## src/rtl/mips_bus_arbiter.sv

```systemverilog
// Round-robin arbiter sharing one single-port memory slave between instruction
// fetch (m0) and data load/store (m1); one transaction in flight at a time.
module mips_bus_arbiter #(
   parameter int ADDR_W       = 32,
   parameter int DATA_W       = 32,
   parameter int READ_LATENCY = 1
) (
   input  logic                clk,
   input  logic                reset_n,
   input  logic [ADDR_W-1:0]   m0_address,
   input  logic                m0_read,
   input  logic                m0_write,
   input  logic [DATA_W-1:0]   m0_writedata,
   input  logic [DATA_W/8-1:0] m0_byteenable,
   output logic                m0_waitrequest,
   output logic [DATA_W-1:0]   m0_readdata,
   input  logic [ADDR_W-1:0]   m1_address,
   input  logic                m1_read,
   input  logic                m1_write,
   input  logic [DATA_W-1:0]   m1_writedata,
   input  logic [DATA_W/8-1:0] m1_byteenable,
   output logic                m1_waitrequest,
   output logic [DATA_W-1:0]   m1_readdata,
   output logic [ADDR_W-1:0]   s_address,
   output logic                s_read,
   output logic                s_write,
   output logic [DATA_W-1:0]   s_writedata,
   output logic [DATA_W/8-1:0] s_byteenable,
   input  logic                s_waitrequest,
   input  logic [DATA_W-1:0]   s_readdata,
   output logic                grant,
   output logic                busy
);

   localparam int BE_W = DATA_W / 8;
   localparam logic [2:0] LAT_INIT = 3'(READ_LATENCY - 1);

   typedef enum logic [1:0] {IDLE = 2'd0, ISSUE = 2'd1, WAIT = 2'd2} state_t;

   state_t            state_q, state_d;
   logic              grant_q, grant_d;
   logic [2:0]        lat_cnt_q, lat_cnt_d;

   logic [ADDR_W-1:0] cmd_addr_p0, cmd_addr_p1;
   logic [DATA_W-1:0] cmd_wdata_p0, cmd_wdata_p1;
   logic [BE_W-1:0]   cmd_be_p0, cmd_be_p1;
   logic              cmd_rd_p0, cmd_rd_p1;
   logic              cmd_wr_p0, cmd_wr_p1;

   logic              req0, req1, sel, done, rd_done;

   assign req0 = m0_read | m0_write;
   assign req1 = m1_read | m1_write;

   always_comb begin
      state_d      = state_q;
      grant_d      = grant_q;
      lat_cnt_d    = lat_cnt_q;
      cmd_addr_p0  = cmd_addr_p1;
      cmd_wdata_p0 = cmd_wdata_p1;
      cmd_be_p0    = cmd_be_p1;
      cmd_rd_p0    = cmd_rd_p1;
      cmd_wr_p0    = cmd_wr_p1;
      sel          = grant_q;
      done         = 1'b0;
      rd_done      = 1'b0;
      case (state_q)
         IDLE: begin
            if (req0 | req1) begin
               // A tie goes to whoever did not own the bus last.
               sel          = (req0 & req1) ? ~grant_q : req1;
               grant_d      = sel;
               cmd_addr_p0  = sel ? m1_address    : m0_address;
               cmd_wdata_p0 = sel ? m1_writedata  : m0_writedata;
               cmd_be_p0    = sel ? m1_byteenable : m0_byteenable;
               cmd_wr_p0    = sel ? m1_write      : m0_write;
               cmd_rd_p0    = ~cmd_wr_p0;
               state_d      = ISSUE;
            end
         end
         ISSUE: begin
            if (!s_waitrequest) begin
               if (cmd_wr_p1) begin
                  cmd_wr_p0 = 1'b0;
                  done      = 1'b1;
                  state_d   = IDLE;
               end else begin
                  cmd_rd_p0 = 1'b0;
                  lat_cnt_d = LAT_INIT;
                  state_d   = WAIT;
               end
            end
         end
         WAIT: begin
            if (lat_cnt_q != 3'd0) begin
               lat_cnt_d = lat_cnt_q - 3'd1;
            end else begin
               done    = 1'b1;
               rd_done = 1'b1;
               state_d = IDLE;
            end
         end
         default: state_d = IDLE;
      endcase
   end

   // Registered slave command and arbitration state.
   always_ff @(posedge clk or negedge reset_n) begin
      if (!reset_n) begin
         state_q      <= IDLE;
         grant_q      <= 1'b1;
         lat_cnt_q    <= '0;
         cmd_addr_p1  <= '0;
         cmd_wdata_p1 <= '0;
         cmd_be_p1    <= '0;
         cmd_rd_p1    <= 1'b0;
         cmd_wr_p1    <= 1'b0;
      end else begin
         state_q      <= state_d;
         grant_q      <= grant_d;
         lat_cnt_q    <= lat_cnt_d;
         cmd_addr_p1  <= cmd_addr_p0;
         cmd_wdata_p1 <= cmd_wdata_p0;
         cmd_be_p1    <= cmd_be_p0;
         cmd_rd_p1    <= cmd_rd_p0;
         cmd_wr_p1    <= cmd_wr_p0;
      end
   end

   assign m0_waitrequest = ~(done & ~grant_q);
   assign m1_waitrequest = ~(done & grant_q);
   assign m0_readdata    = (rd_done & ~grant_q) ? s_readdata : '0;
   assign m1_readdata    = (rd_done & grant_q)  ? s_readdata : '0;

   assign s_address      = cmd_addr_p1;
   assign s_read         = cmd_rd_p1;
   assign s_write        = cmd_wr_p1;
   assign s_writedata    = cmd_wdata_p1;
   assign s_byteenable   = cmd_be_p1;
   assign grant          = grant_q;
   assign busy           = (state_q != IDLE);

endmodule

```

## config.mk

```make
export PLATFORM = sky130hd
export DESIGN_NAME = mips_bus_arbiter
export DESIGN_NICKNAME = d
export VERILOG_FILES = /design/src/rtl/mips_bus_arbiter.sv
export SDC_FILE = /design/constraint.sdc
export NUM_CORES = 1
export LEC_CHECK = 0
export BUFFER_PORTS_ARGS = -buffer_cell sky130_fd_sc_hd__buf_2
export CORE_AREA = 2 2 122 124
export CTS_BUF_LIST = sky130_fd_sc_hd__clkbuf_2 sky130_fd_sc_hd__clkbuf_4 sky130_fd_sc_hd__clkbuf_8
export DETAILED_ROUTE_END_ITERATION = 7
export DIE_AREA = 0 0 124 126
export GPL_TIMING_DRIVEN = 0
export HOLD_SLACK_MARGIN = 0.06
export SLEW_MARGIN = 30
export SYNTH_ARGS = -nofsm -noshare
export SYNTH_HDL_FRONTEND = slang
export SYNTH_SLANG_ARGS = --single-unit
```

## constraint.sdc

```tcl
create_clock -name clk -period 2 [get_ports clk]
set_clock_uncertainty 0.15 [all_clocks]
set_input_delay 0.2 -clock clk [delete_from_list [all_inputs] [get_ports clk]]
set_output_delay 0.2 -clock clk [all_outputs]
set_load 0.005 [all_outputs]
```

==> reports/results.txt <==
Fin util -> 57.9%
Placed Instance Area -> 0.00588 mm²
Fin. Hold Viols -> 0
Layout Nets -> 1159
Commonest cells post-synth -> 143 x nand2_1, 75 x dfrtp_1, 74 x nor2_1, 68 x a31oi_1, 65 x and2_1
Final GP Congestion -> 0.819
Achievable frequency -> 448 MHz
YS warnings -> 0
Max cap viols -> 0
Fraction of layout cells with a size suffix above 1 -> 45.0%
Critical Path Sink Type -> output pin
Finished Cell Area -> 0.00829 mm²
First-pass GRT wire length -> 28400 µm
Tmin final -> 2.23 ns
Clock Tree Root -> clkbuf_8
I/O pin cnt -> 313
Pwr dens -> 1100 mW/mm²
DR vias -> 5533
Worst-skew pair later-pin latency -> 0.36 ns
Failing checks -> negative setup slack
Relative slew margins -> 67.3%
Htree depth -> 3
CORE AREA -> 0.0143 mm²
Row count -> 44
Clk sink count -> 76
IO buf count -> 312
Non-filler cells, final -> 1168
Largest net degree at the start of global routing -> 44
Reg clk slew, reported paths -> 0.08 ns
Clock buffers created by TritonCTS -> 9
Setup_tns -> -12.15 ns
Initial Util -> 28.3%
Top cell type's share of synthesized area -> 46.3%
Period Utilization, post-route -> 112%
Routed wire length -> 20000 µm
Worst-margin pin slew -> 0.485 ns
Residual DRC -> 0
WS Path Type -> flop to output pin
Sequential power share -> 30.0%
DRT antenna net count -> 0
Max clock buf depth -> 2
VDD IR max -> 0.488 mV
Seq cells post-synth -> 76
EDFF count, synth -> 0
Type of the tightest min-delay check -> primary input to flop
Syn_nets -> 687
CP startpoint kind -> flop
Switching Share -> 40.3%
Pwr Total -> 9.09 mW
Post-Synthesis Cells -> 507
TritonCTS clock tree -> built
Post-synthesis cell type count -> 30
Max Slew Vio Count -> 0
GRT Overall Usage -> 23.5%
Area grow syn2layout -> 104%
Sequential fraction of the synthesis area -> 46.9%
Die width -> 124 µm
Post-Place Cells -> 1004
DR iter-0 viols -> 246
Die Ht -> 126 µm
DP HPWL -> 12300 µm
Die area -> 0.0156 mm²
Most area-hungry cell type in the Yosys netlist -> dfrtp_1
P_leak -> 4.05 nW
Asr flop ratio synth -> 100%
Largest fanout on the critical path -> 8
Data arrival time of the worst path -> 1.88 ns
Via-per-instance ratio -> 4.74
Worst slack, placed -> -0.464 ns
1st-pass router iterations -> 5
Mapped cell area -> 0.00406 mm²
Combinational share of power -> 56.7%
Outcome -> finished, violations left
Grt ovf -> 0
Final setup vio count -> 66
Internal Pwr Total -> 5.43 mW
RSZ-0062 raised after global routing -> yes
Synth Flop Type -> dfrtp_1
Count leader, synth -> nand2_1
NetSw -> 3.66 mW
Setup ws final -> -0.230 ns
Number of global-route vias before repair -> 5803
Synth area leaders -> dfrtp_1 46%, nand2_1 13%, a31oi_1 10%
Clock network power share -> 13.3%
Min Hold Slack -> 0.109 ns
Wire per inst -> 17.1 µm
Mean Syn Cell Area -> 8.00 µm²
Initial antenna violation count -> 1
Critical Path RT -> 1.65 ns
-- worst max-delay path, cell delays in order (launching register included) --
cell and delay [ns]:
dfrtp_1 0.41, inv_1 0.07, ha_2 0.18, ha_4 0.14, nand2_4 0.07, nor2_4 0.11, buf_12 0.15, clkbuf_16 0.15
and2_1 0.12, buf_2 0.11
-- power by group through the flow --
stage          clock network, mW  logic [mW]  registers (mW)
6_report                    1.21        5.16            2.73
5_1_grt                     1.31        5.68            2.83
4_1_cts                     1.26        4.78            2.72
3_5_place_dp                   0        4.21            2.74
3_3_place_gp                   0        4.19            2.70
2_1_floorplan                  0        2.24            2.79
-- cell families (layout without fill, tap and decap cells) --
family,Yosys count,count (layout),share of synthesized area (%)
adders and majority gates,5,5,1.54
DFF,76,76,46.9
AOI/OAI and AO/OA,91,91,14.2
and+or+nand+nor,291,291,31.9
other,0,1,0
buffers and inverters,44,520,5.43
-- layer usage --
layer | global-route usage, % | part of all wire, % | vias up
met5 | 0 | 0 | -
met4 | 13.8 | 5.0 | 0
met3 | 4.39 | 7.3 | 74
met2 | 43.3 | 51 | 292
met1 | 24.4 | 37 | 2549
li1 | - | - | 2618
-- worst paths after layout --
kind	from	endpoint	slack (ns)	cells past startpoint
min in group asynchronous	reset_n	s_address[0]$_DFFE_PN0P_	0.17	2
min	m0_read	s_write$_DFFE_PN0P_	0.11	4
max in group asynchronous	reset_n	s_writedata[14]$_DFFE_PN0P_	1.00	3
max	lat_cnt_q[0]$_DFFE_PN0P_	m1_readdata[19]	-0.23	9
max reg2reg	state_q[0]$_DFFE_PN0P_	s_writedata[25]$_DFFE_PN0P_	0.05	8
min reg2reg	lat_cnt_q[2]$_DFFE_PN0P_	lat_cnt_q[2]$_DFFE_PN0P_	0.37	2
-- flip-flops by register name (all words and copies together) (netlist names) --
register      cells
grant             1
state_q           2
s_writedata      32
s_address        32
lat_cnt_q         3
s_byteenable      4
s_write           1
s_read            1
-- placed cells by master, fill, tap and decap left out, types with 3 or more instances in the layout --
cell / instances
buf_2: 256
nand2_1: 142
dlygate4sd3_1: 137
dfrtp_1: 75
nor2_1: 72
buf_6: 71
a31oi_1: 68
and2_4: 60
clkbuf_8: 10
buf_8: 9
inv_1: 8
o21ai_0: 8
buf_4: 7
clkbuf_1: 6
and2_1: 5
clkbuf_4: 5
nand3_1: 3
clkbuf_2: 3
ha_2: 3
-- final cells by class --
cell class	count	area (µm²)
Fill cell	1220	6030
Timing Repair Buffer	462	3510
Multi-Input combinational cell	387	2130
Sequential cell	76	1900
Buffer	35	288
Tap cell	184	230
Clock buffer	11	145
Clock inverter	4	50.0
Inverter	8	30.0
Antenna cell	1	2.50
-- what timing repair did --
| action | in CTS | in global routing |
|---|---|---|
| pin swaps | 36 | 31 |
| setup endpoints to repair | 76 | 130 |
| setup buffers | 2 | 4 |
| gates cloned | 5 | 1 |
| hold buffers | 137 | 0 |
| endpoints found under the hold margin | 144 | 0 |
| resized for setup | 97 | 89 |
(Power assumes the default switching activity.)
